===== src/rtl/de_rr_queue_pkg.sv =====
// Shared layout of the 265-bit decode-to-RR bundle. RR unpacks with these
// same offsets, so any change here must be mirrored there.
package de_rr_queue_pkg;

    localparam int BUNDLE_W = 265;
    localparam int CS_W     = 60;

    localparam int CS_HI        = 264;
    localparam int CS_REV_LSB   = 205;
    localparam int IMM_LSB      = 173;
    localparam int DISP_LSB     = 141;
    localparam int IMMSIZE_LSB  = 139;
    localparam int DISPSIZE_LSB = 137;
    localparam int SIB_BIT      = 136;
    localparam int SCALE_LSB    = 134;
    localparam int BASEREN_BIT  = 133;
    localparam int IDXREN_BIT   = 132;
    localparam int NEIP_LSB     = 100;
    localparam int EIP_LSB      = 68;
    localparam int BPTGT_LSB    = 36;
    localparam int IMM8_LSB     = 28;
    localparam int OPSIZE_LSB   = 26;
    localparam int SR1_LSB      = 23;
    localparam int SR2_LSB      = 20;
    localparam int BASE_LSB     = 17;
    localparam int IDX_LSB      = 14;
    localparam int SEGR1_LSB    = 11;
    localparam int SEGR2_LSB    = 8;
    localparam int BPTAKEN_BIT  = 7;
    localparam int INDIR_BIT    = 6;
    localparam int DFLAG_BIT    = 5;
    localparam int BRFID_LSB    = 1;
    localparam int VALID_BIT    = 0;

    typedef logic [BUNDLE_W-1:0] bundle_t;

    typedef struct packed {
        logic [CS_W-1:0] cs;
        logic [31:0]     imm;
        logic [31:0]     disp;
        logic [31:0]     neip;
        logic [31:0]     eip;
        logic [31:0]     bp_tgt;
        logic [7:0]      imm8;
        logic [1:0]      imm_size;
        logic [1:0]      disp_size;
        logic [1:0]      scale;
        logic [1:0]      op_size;
        logic [2:0]      sr1;
        logic [2:0]      sr2;
        logic [2:0]      base;
        logic [2:0]      idx;
        logic [2:0]      seg_r1;
        logic [2:0]      seg_r2;
        logic            is_sib;
        logic            base_ren;
        logic            idx_ren;
        logic            bp_taken;
        logic            indir;
        logic            dflag;
        logic [3:0]      br_fetch_id;
    } de_fields_t;

endpackage


===== src/rtl/rr_bundle_pack.sv =====
// Combinational packer from decoder fields to the RR bundle. CS bits below the
// MSB land bit-reversed in the upper field.
module rr_bundle_pack
    import de_rr_queue_pkg::*;
(
    input  de_fields_t fields,
    output bundle_t    bundle
);

    always_comb begin
        bundle = '0;
        bundle[CS_HI] = fields.cs[CS_W-1];
        for (int k = 0; k < CS_W - 1; k++) begin
            bundle[CS_REV_LSB + k] = fields.cs[CS_W - 2 - k];
        end
        bundle[IMM_LSB      +: 32] = fields.imm;
        bundle[DISP_LSB     +: 32] = fields.disp;
        bundle[IMMSIZE_LSB  +: 2]  = fields.imm_size;
        bundle[DISPSIZE_LSB +: 2]  = fields.disp_size;
        bundle[SIB_BIT]            = fields.is_sib;
        bundle[SCALE_LSB    +: 2]  = fields.scale;
        bundle[BASEREN_BIT]        = fields.base_ren;
        bundle[IDXREN_BIT]         = fields.idx_ren;
        bundle[NEIP_LSB     +: 32] = fields.neip;
        bundle[EIP_LSB      +: 32] = fields.eip;
        bundle[BPTGT_LSB    +: 32] = fields.bp_tgt;
        bundle[IMM8_LSB     +: 8]  = fields.imm8;
        bundle[OPSIZE_LSB   +: 2]  = fields.op_size;
        bundle[SR1_LSB      +: 3]  = fields.sr1;
        bundle[SR2_LSB      +: 3]  = fields.sr2;
        bundle[BASE_LSB     +: 3]  = fields.base;
        bundle[IDX_LSB      +: 3]  = fields.idx;
        bundle[SEGR1_LSB    +: 3]  = fields.seg_r1;
        bundle[SEGR2_LSB    +: 3]  = fields.seg_r2;
        bundle[BPTAKEN_BIT]        = fields.bp_taken;
        bundle[INDIR_BIT]          = fields.indir;
        bundle[DFLAG_BIT]          = fields.dflag;
        bundle[BRFID_LSB    +: 4]  = fields.br_fetch_id;
        // Anything that gets stored is a real instruction.
        bundle[VALID_BIT]          = 1'b1;
    end

endmodule


===== src/rtl/de_rr_queue.sv =====
// Decode-to-RR issue queue: packs decoder fields and buffers DEPTH bundles,
// presenting the head to the RR latch, which loads whenever stall is low.
module de_rr_queue
    import de_rr_queue_pkg::*;
#(
    parameter int DEPTH = 4
) (
    input  logic                     clk,
    input  logic                     rst,
    input  logic                     flush,
    input  logic                     stall,
    input  logic                     i_v,
    input  logic [CS_W-1:0]          i_CS,
    input  logic [31:0]              i_imm,
    input  logic [31:0]              i_disp,
    input  logic [31:0]              i_nEIP,
    input  logic [31:0]              i_EIP,
    input  logic [31:0]              i_bp_tgt,
    input  logic [7:0]               i_imm8,
    input  logic [1:0]               i_immSize,
    input  logic [1:0]               i_dispSize,
    input  logic [1:0]               i_scale,
    input  logic [1:0]               i_opSize,
    input  logic [2:0]               i_sr1,
    input  logic [2:0]               i_sr2,
    input  logic [2:0]               i_base,
    input  logic [2:0]               i_idx,
    input  logic [2:0]               i_SegR1,
    input  logic [2:0]               i_SegR2,
    input  logic                     i_isSIB,
    input  logic                     i_baseRen,
    input  logic                     i_idxRen,
    input  logic                     i_bp_taken,
    input  logic                     i_indir,
    input  logic                     i_Dflag,
    input  logic [3:0]               i_brFetchId,
    output logic [BUNDLE_W-1:0]      o_bundle,
    output logic                     o_full,
    output logic [$clog2(DEPTH):0]   o_count
);

    localparam int PW = $clog2(DEPTH);
    localparam int CW = PW + 1;

    de_fields_t fields;
    bundle_t    packed_in;

    assign fields = '{
        cs: i_CS, imm: i_imm, disp: i_disp, neip: i_nEIP, eip: i_EIP,
        bp_tgt: i_bp_tgt, imm8: i_imm8, imm_size: i_immSize,
        disp_size: i_dispSize, scale: i_scale, op_size: i_opSize,
        sr1: i_sr1, sr2: i_sr2, base: i_base, idx: i_idx,
        seg_r1: i_SegR1, seg_r2: i_SegR2, is_sib: i_isSIB,
        base_ren: i_baseRen, idx_ren: i_idxRen, bp_taken: i_bp_taken,
        indir: i_indir, dflag: i_Dflag, br_fetch_id: i_brFetchId
    };

    rr_bundle_pack u_pack (
        .fields (fields),
        .bundle (packed_in)
    );

    logic [PW-1:0] head;
    logic [PW-1:0] tail;
    logic [CW-1:0] count;
    logic          full;
    logic          nonempty;
    logic          enq;
    logic          deq;

    assign full     = (count == CW'(DEPTH));
    assign nonempty = (count != '0);
    // A full queue drops the write even when a read frees a slot this cycle.
    assign enq      = i_v & ~flush & ~full;
    assign deq      = ~stall & ~flush & nonempty;

    logic [DEPTH-1:0][BUNDLE_W-1:0] ent;

    for (genvar i = 0; i < DEPTH; i++) begin : g_ent
        logic    we;
        bundle_t q;

        assign we = enq && (tail == PW'(i));

        always_ff @(posedge clk) begin
            if (we) q <= packed_in;
        end

        assign ent[i] = q;
    end

    always_ff @(posedge clk) begin
        if (rst || flush) begin
            head  <= '0;
            tail  <= '0;
            count <= '0;
        end else begin
            head  <= head + PW'(deq);
            tail  <= tail + PW'(enq);
            count <= count + CW'(enq) - CW'(deq);
        end
    end

    // flush kills the valid bit combinationally so RR latches a bubble now.
    always_comb begin
        o_bundle = '0;
        if (nonempty) begin
            o_bundle            = ent[head];
            o_bundle[VALID_BIT] = ~flush;
        end
    end

    assign o_full  = full;
    assign o_count = count;

endmodule

===== config.mk =====
export PLATFORM = sky130hd
export DESIGN_NAME = de_rr_queue
export DESIGN_NICKNAME = d
export VERILOG_FILES = /design/src/rtl/de_rr_queue_pkg.sv /design/src/rtl/rr_bundle_pack.sv /design/src/rtl/de_rr_queue.sv
export SDC_FILE = /design/constraint.sdc
export NUM_CORES = 1
export LEC_CHECK = 0
export ABC_CLOCK_PERIOD_IN_PS = 33200
export CAP_MARGIN = 10
export CORE_MARGIN = 5
export CORE_UTILIZATION = 57
export CTS_BUF_LIST = sky130_fd_sc_hd__clkbuf_8
export DETAILED_ROUTE_END_ITERATION = 8
export GPL_TIMING_DRIVEN = 0
export PLACE_DENSITY = 0.82
export SYNTH_ARGS = -nofsm -noshare
export SYNTH_HDL_FRONTEND = slang
export SYNTH_SLANG_ARGS = --single-unit

===== constraint.sdc =====
create_clock -name clk -period 33.2 [get_ports clk]
set_clock_uncertainty 0.15 [all_clocks]
set_input_delay 4.98 -clock clk [delete_from_list [all_inputs] [get_ports clk]]
set_output_delay 4.98 -clock clk [all_outputs]
set_load 0.05 [all_outputs]

# [Yosys cells after proc, flatten, opt, wreduce, memory -nomap -nowiden]
# Index checks and enable logic that the tools add are counted.
[op_classes] n_bitwise=7 mul=0 div_mod_pow=0 shift=0 order_cmp=1 n_mux=3 addsub=4 n_reduce_logical=7 n_eq_ne=4
[ops] cell="265-bit binary-select mux with 2-bit select" n=1
[ops] cell="265-bit 2-to-1 mux" n=2
[ops] cell="2-bit by 1-bit adder with 2-bit output" n=2
[ops] cell="1-bit AND" n=4
[ops] cell="2-bit == test, second input constant" n=2
[ops] cell="1-bit logical AND" n=4
[ops] cell="3-bit by 1-bit adder with 3-bit output" n=1
[ops] cell="3-bit == test, second input constant" n=1
[ops] cell="2-bit by 3-bit less-than comparator with 1-bit output, second input constant" n=1
[ops] cell="1-bit inverter" n=3
[ops] cell="3-bit nonzero test" n=1
[ops] cell="3-bit by 1-bit subtractor with 3-bit output" n=1
[ops] cell="2-bit by 1-bit == test with 1-bit output, second input constant" n=1
[ops] cell="2-bit zero test" n=1
[ops] cell="1-bit logical OR" n=1
[totals] latchBits=0 ramBits=0 elab_cells=33 output_inout_bits=269 in_bits=269 register_bits=1063 rom_bits=0 mem_count=0

# [Logic depth before layout (Yosys ltp)]
# Gate-level depths: netlist of the first run.
[depth] word_depth=5 depth_mapped=8 ltp_nobuf=8

# [Hierarchy]
# From an unflattened synthesis of the first run, not the netlist that was laid out.
[hier_totals] cells_unflattened=1983 area_unflattened_um2=42285.6
[modules_own_cells] module="de_rr_queue" cells_each=1717 instances=1 area_per_inst_um2=40292.4 seq_area_each_um2=31850.5
[modules_own_cells] module="rr_bundle_pack" cells_each=266 instances=1 area_per_inst_um2=1993.2 seq_area_each_um2=0.0

# [Least setup slack after synthesis of the first run]
# Ideal clock, no wire load.
[synth_timing] kind="input port to flip-flop" startpoint="input port i_v" endpoint="register g_ent[1].q[100], enable pin" stages=3 setup_time_ns=1.267 required_time_ns=31.783 slack_ns=7.250 arrival_time_ns=24.534 cell_sequence="inv_1 or3_1 nor3b_1"
[synth_via] elab_chain_cells=3
[synth_rtl] element="start: declaration" line_no="de_rr_queue.sv:12" text="input logic i_v,"
[synth_rtl] element="1-bit AND (2 in series)" line_no="de_rr_queue.sv:74" text="assign enq = i_v & ~flush & ~full;"
[synth_rtl] element="1-bit logical AND" line_no="de_rr_queue.sv:83" text="assign we = enq && (tail == PW'(i));"
[synth_rtl] element="net g_ent[1].we" line_no="de_rr_queue.sv:80" text="logic we;"
[synth_rtl] element="end signal: assignment" line_no="de_rr_queue.sv:86" text="if (we) q <= packed_in;"
[synth_rtl] element="end: declaration" line_no="de_rr_queue.sv:81" text="bundle_t q;"
# The timed path passes the listed nets, and every way through them passes these cells.
# A chain may end at the register's enable or synchronous reset.

# [Worst setup path after layout of the first run]
[layout_timing] startpoint="input port flush" endpoint="output port o_bundle[0]"
[layout_via] elab_chain_cells=2
[layout_rtl] element="start: declaration" line_no="de_rr_queue.sv:10" text="input logic flush,"
[layout_rtl] element="1-bit inverter" line_no="de_rr_queue.sv:109" text="o_bundle[VALID_BIT] = ~flush;"
[layout_rtl] element="265-bit 2-to-1 mux" line_no="de_rr_queue.sv:107" text="if (nonempty) begin"
[layout_rtl] element="end: declaration" line_no="de_rr_queue.sv:37" text="output logic [BUNDLE_W-1:0] o_bundle,"
# No other way between the ends.

==> results of run 1 <==
area by class of cell:
cell class / instances / area (um^2) / share of cell area
buffer: 89 / 574.3 / 0.01125
sequential: 1063 / 31850 / 0.6240
multi-input combinational: 562 / 7876 / 0.1543
clock buffer: 165 / 2271 / 0.04449
clock inverter: 128 / 650.6 / 0.01275
inverter: 3 / 11.26 / 0.0002206
timing repair buffer: 635 / 6586 / 0.1290
tap: 940 / 1176 / 0.02304
antenna: 17 / 42.54 / 0.0008335
synth_stat cells (all sizes together):
cell type / number
edfxtp: 1056
mux4: 264
nor2b: 260
buf: 56
clkbuf: 33
dfxtp: 7
nor3: 6
and2b: 4
nor3b: 4
and2: 3
inv: 3
nor2: 3
or3: 3
xnor2: 3
ha: 2
o21ai: 2
a2111oi: 1
a21boi: 1
and3: 1
fa: 1
mux2i: 1
nand2: 1
nand2b: 1
o211a: 1
path summary, 6_finish.rpt:
path / cells after the start / start / end / slack, ps
worst max-delay path: 3 / flush / o_bundle[0] / 21480
worst min-delay path: 2 / tail[1] / tail[1] / 450
worst max register to register: 10 / o_count[1] / g_ent[2].q[159] / 29480
worst min register to register: 2 / tail[1] / tail[1] / 450
registers in the layout, indices dropped and copies added, names as in the netlist:
name and count:
head 2, tail 2, g_ent.q 1056, o_count 3
per-stage QoR:
stage | instance area [um^2] | hold slack [ps] | total power, mW
finish | 51040 | 452.3 | 2.651
global route | 51020 | 492.3 | 2.751
CTS | 51000 | 457.7 | 2.673
detailed placement | 48070 | 450.2 | 1.704
global placement | 46840 | 401.9 | 1.713
floorplan | 40290 | 379.3 | 1.625
power by group through the flow:
stage               Sequential (mW)  Clock (mW)  Combinational (mW)
floorplan                      1.54           0              0.0820
global route                   1.50        1.07               0.181
CTS                            1.50       0.996               0.175
finish                         1.50       0.975               0.174
global placement               1.55           0               0.160
detailed placement             1.53           0               0.173
metal layers:
layer	global-route usage	up-vias
met5	0	-
met3	0.09492	175
met2	0.4294	903
li1	-	8744
met1	0.2909	10690
met4	0.08372	30
tightest hold or removal path: stages, from the launching register on:
cell and delay, ps:
dfxtp_1 370, xnor2_1 150, nor3_1 40
cell families after synthesis:
kind of cell	count (synthesis)	synth area share
adder cells (fa/ha/maj)	3	0.001118
multiplexers	265	0.1478
AO/OA/AOI/OAI	5	0.0009007
buffers and inverters	92	0.01453
AND/OR/NAND/NOR	286	0.04450
XOR/XNOR	3	0.0006522
flip-flops	1063	0.7905
==> reports/metrics.yaml, run 1 <==
synth:
  ys_ff_latch: 1063
  synth_nets: 1989
  ys_types: 27
  synth_area_leaders: "edfxtp_1 (79%), mux4_2 (15%), nor2b_1 (4.0%), buf_6 (0.75%), buf_2 (0.36%)"
  synth.cell_area_um2: 40290
  yosys_warnings: 0
  synth.top_cell.area_share: 0.7870
  syn_inst: 1717
  synth_top_area_cell: "edfxtp_1"
  avgSynthCellArea_um2: 23.47
  yosysSeqAreaShare: 0.7905
die:
  die-area_um2: 76100
  initial_core_util: 0.5754
  num_io_pins: 538
  die_y_um: 275.9
  rows: 97
  die_x_um: 275.9
  coreArea_um2: 70030
critical_path:
  cp_slowest_cell: "clkdlybuf4s50_1"
  cp.arrival_ps: 6590
  path_class: "in2out"
  cp_data_required_time_ps: 28070
  worstSetupEndpointType: "primary output"
  path_delay_family: "buffers and inverters"
  critical_path.cell_chain: "clkdlybuf4s50_1 > nor2_1 > clkdlybuf4s50_1"
  cpPeakStageDelay_ps: 830
  crit_top_cell: "clkdlybuf4s50_1"
  critPathMaxFanout: 8
  startpoint_type: "input pin"
  worst-path-buf-inv: 2
final_layout:
  drive_gt1_frac: 0.2352
  fill_cells: 3826
  layout_common_cells: "edfxtp_1 (1056), clkdlybuf4s50_1 (537), mux4_2 (264)"
  area_delta_synth_final_pct: 26.67
  final_common_cell: "edfxtp_1"
  finish.utilization: 0.7288
  final_cells: 3602
  final_nets: 2789
pwr:
  power_leakage_nw: 16.21
  switching_share: 0.2259
  power.share.clock: 0.368
  vdd_drop_max_uv: 46.23
  power_frac_comb: 0.065
  p_seq_frac: 0.567
  intPower_mw: 2.053
  netSwitchingPower_mw: 0.5989
  power_density_nw_per_um2: 51.95
min_path:
  hp-class: "reg2reg"
sta:
  worstMarginPinSlew_ps: 1139
  relSlewSlack: 0.2405
  min_period_over_period: 0.3530
  final_hold_viol_count: 0
  setup_tns_ps: 0
  setup_viol: 0
  rsz0062_at_grt: "no"
  setup_slack_ps: 21480
  fmax_ghz: 0.08533
  drv_slew: 0
  finalCriticalPeriod_ps: 11720
placement:
  detailed_place_hpwl_um: 66540
  port_buffers: 537
  dp.cells: 3292
  dp_slack_ps: 21500
  place_congestion: 0.7666
detailed_routing:
  met3_length_um: 9574
  drt_wl_total_um: 95490
  drc: 0
  wl_met1_um: 32410
  firstDrtPassIters: 5
  vias_per_cell: 5.704
  wl_met2_um: 50730
  wl_per_cell_um: 26.51
  vias: 20550
  drt_iter0_drc: 1783
  ant_nets: 0
  top_layer: "met5"
clock_network:
  cts.htree.levels: 4
  post_cts_buffers: 0
  clkSinkCount: 1063
  clk_pin_slew_worst_paths_ps: 60
  cts_tree: "done"
  cts_buffers: 163
  cts_hold_buf: 0
  cts_root_buffer: "clkbuf_8"
  clock_latency_ps: 780
  cts_buffer_depth: 3
  cts_resized: 0
grt:
  grt_pass1_vias: 22270
  antenna_found_initial: 30
  grt-ovfl-total: 0
  grt_pass1_wl_um: 139400
  grt_max_degree: 54
  track_usage: 0.2492
status:
  outcome: "completed"
run:
  cap_violations: 0
Note: power is estimated with default switching activity, not from simulation.
==> run 2: changes to the inputs <==
--- a/config.mk
+++ b/config.mk
@@ -5,14 +5,14 @@
 export SDC_FILE = /design/constraint.sdc
 export NUM_CORES = 1
 export LEC_CHECK = 0
-export ABC_CLOCK_PERIOD_IN_PS = 33200
+export ABC_CLOCK_PERIOD_IN_PS = 10410
 export CAP_MARGIN = 10
 export CORE_MARGIN = 5
-export CORE_UTILIZATION = 57
+export CORE_UTILIZATION = 51
 export CTS_BUF_LIST = sky130_fd_sc_hd__clkbuf_8
 export DETAILED_ROUTE_END_ITERATION = 8
 export GPL_TIMING_DRIVEN = 0
-export PLACE_DENSITY = 0.82
+export PLACE_DENSITY = 0.78
 export SYNTH_ARGS = -nofsm -noshare
 export SYNTH_HDL_FRONTEND = slang
 export SYNTH_SLANG_ARGS = --single-unit
==> constraint.sdc (replaced) <==
create_clock -name clk -period 10.41 [get_ports clk]
set_clock_uncertainty 0.15 [all_clocks]
set_input_delay 1.5615 -clock clk [delete_from_list [all_inputs] [get_ports clk]]
set_output_delay 1.5615 -clock clk [all_outputs]
set_load 0.05 [all_outputs]
==> reports/metrics.yaml, run 2 (synthesis results as in run 1) <==
die:
  die-area_um2: 84720  # was 76100 um^2
  initial_core_util: 0.5125  # was 0.5754
  num_io_pins: 538  # unchanged
  rows: 103  # was 97
  die_y_um: 291.1  # was 275.9 um
  coreArea_um2: 78610  # was 70030 um^2
  die_x_um: 291.1  # was 275.9 um
critical_path:
  endpoint: "o_bundle[220]"  # was o_bundle[0]
  cp_data_required_time_ps: 8700  # was 28070 ps
  startpoint_type: "flip-flop"  # was input pin
  worstSetupEndpointType: "primary output"  # unchanged
  path_class: "reg2out"  # was in2out
  reg2reg_slack_ps: 6930  # was 29480 ps
  crit_start: "o_count[2]"  # was flush
  rr_startpoint: "o_count[1]"  # unchanged
  critPathMaxFanout: 10  # was 8
  r2r_end: "g_ent[1].q[99]"  # was g_ent[2].q[159]
  r2r_cells: 8  # was 10
  cp.arrival_ps: 4170  # was 6590 ps
min_path:
  hp-class: "reg2reg"  # unchanged
placement:
  dp_slack_ps: 5116  # was 21500 ps
  port_buffers: 537  # unchanged
  place_congestion: 0.7759  # was 0.7666
  detailed_place_hpwl_um: 63500  # was 66540 um
clock_network:
  clock_latency_ps: 790  # was 780 ps
  cts.htree.levels: 4  # unchanged
  clkSinkCount: 1063  # unchanged
  cts_buffer_depth: 3  # unchanged
  post_cts_buffers: 0  # unchanged
  cts_root_buffer: "clkbuf_8"  # unchanged
  cts_tree: "done"  # unchanged
  cts_resized: 0  # unchanged
  cts_buffers: 167  # was 163
  cts_hold_buf: 0  # unchanged
  clk_pin_slew_worst_paths_ps: 60  # about the same
grt:
  track_usage: 0.2165  # was 0.2492
  grt_pass1_vias: 21940  # was 22270
  antenna_found_initial: 18  # was 30
  grt_pass1_wl_um: 138300  # was 139400 um
  grt_max_degree: 58  # was 54
  grt-ovfl-total: 0  # unchanged
detailed_routing:
  firstDrtPassIters: 4  # was 5
  vias_per_cell: 5.453  # was 5.704
  drt_iter0_drc: 1497  # was 1783
  vias: 20010  # was 20550
  drc: 0  # unchanged
  wl_per_cell_um: 24.96  # was 26.51 um
  ant_nets: 0  # unchanged
  drt_wl_total_um: 91610  # was 95490 um
pwr:
  vdd_drop_max_uv: 148.7  # was 46.23 uV
  power_density_nw_per_um2: 166.4  # was 51.95 nW/um^2
  power_leakage_nw: 16.21  # about the same
  p_total_mw: 8.557  # was 2.651 mW
sta:
  rsz0062_at_grt: "no"  # unchanged
  setup_slack_ps: 4532  # was 21480 ps
  final_hold_viol_count: 0  # unchanged
  setup_viol: 0  # unchanged
  min_period_over_period: 0.5646
  worstMarginPinSlew_ps: 1036  # was 1139 ps
  drv_slew: 0  # unchanged
  finalCriticalPeriod_ps: 5878
  timing.hold.ws_ps: 498.3  # was 452.3 ps
  relSlewSlack: 0.3093  # was 0.2405
  fmax_ghz: 0.1701
final_layout:
  final_common_cell: "edfxtp_1"  # unchanged
  fill_cells: 5028  # was 3826
  drive_gt1_frac: 0.2273  # was 0.2352
  finish.utilization: 0.6541  # was 0.7288
  layout_common_cells: "edfxtp_1 (1056), clkdlybuf4s50_1 (537), mux4_2 (264)"  # unchanged
  final_nets: 2760  # was 2789
  area_delta_synth_final_pct: 27.62  # was 26.67%
  largest_reg_flops: 1056  # unchanged
  regMostFlops: "g_ent.q"  # unchanged
status:
  outcome: "completed"  # unchanged
run:
  cap_violations: 0  # unchanged
## run 2: power breakdown
group	internal [mW]	switching [mW]
Clock	1.61	1.60
Combinational	0.253	0.301
Sequential	4.78	0.0145
## run 2: routing by layer
layer / vias to the layer above / share of wire / global-route usage
met2: 777 / 0.51 / 0.3618
met3: 187 / 0.097 / 0.07965
met4: 10 / 0.028 / 0.06971
met5: - / 0.00067 / 0
li1: 8671 / - / -
met1: 10370 / 0.36 / 0.2659
## run 2: worst min path at each step
stage	slack, ps	from	cells after the start	end
6_report	500	o_count[2]	2	o_count[2]
3_3_place_gp	440	tail[1]	2	tail[1]
2_1_floorplan	420	tail[1]	2	tail[1]
3_5_place_dp	490	o_count[2]	2	o_count[2]
4_1_cts	490	o_count[2]	2	o_count[2]
5_1_grt	540	o_count[2]	2	o_count[2]
## run 2: final cells by class
class	instances	area [um^2]	share of cell area
Clock inverter	120	708.2	0.01377
Tap cell	1050	1314	0.02555
Clock buffer	170	2340	0.04550
Buffer	89	574.3	0.01117
Sequential cell	1063	31850	0.6194
Multi-Input combinational cell	562	7895	0.1535
Timing Repair Buffer	602	6699	0.1303
Inverter	3	11.26	0.0002190
Antenna cell	11	27.53	0.0005353
## run 2: worst max-delay path: stages (launching register included)
cell             delay [ps]
dfxtp_1                 380
nor3_4                  560
clkbuf_1                730
clkbuf_1                690
nor2b_1                 180
clkdlybuf4s50_1         810
## run 2: metrics by stage
step,instance area [um^2],std cells,TNS (ps)
3_3_place_gp,47000,3304,-8389250
2_1_floorplan,40310,1717,-1419120
5_1_grt,51410,3665,0
4_1_cts,51390,3659,0
3_5_place_dp,48340,3369,0
6_report,51420,3670,0
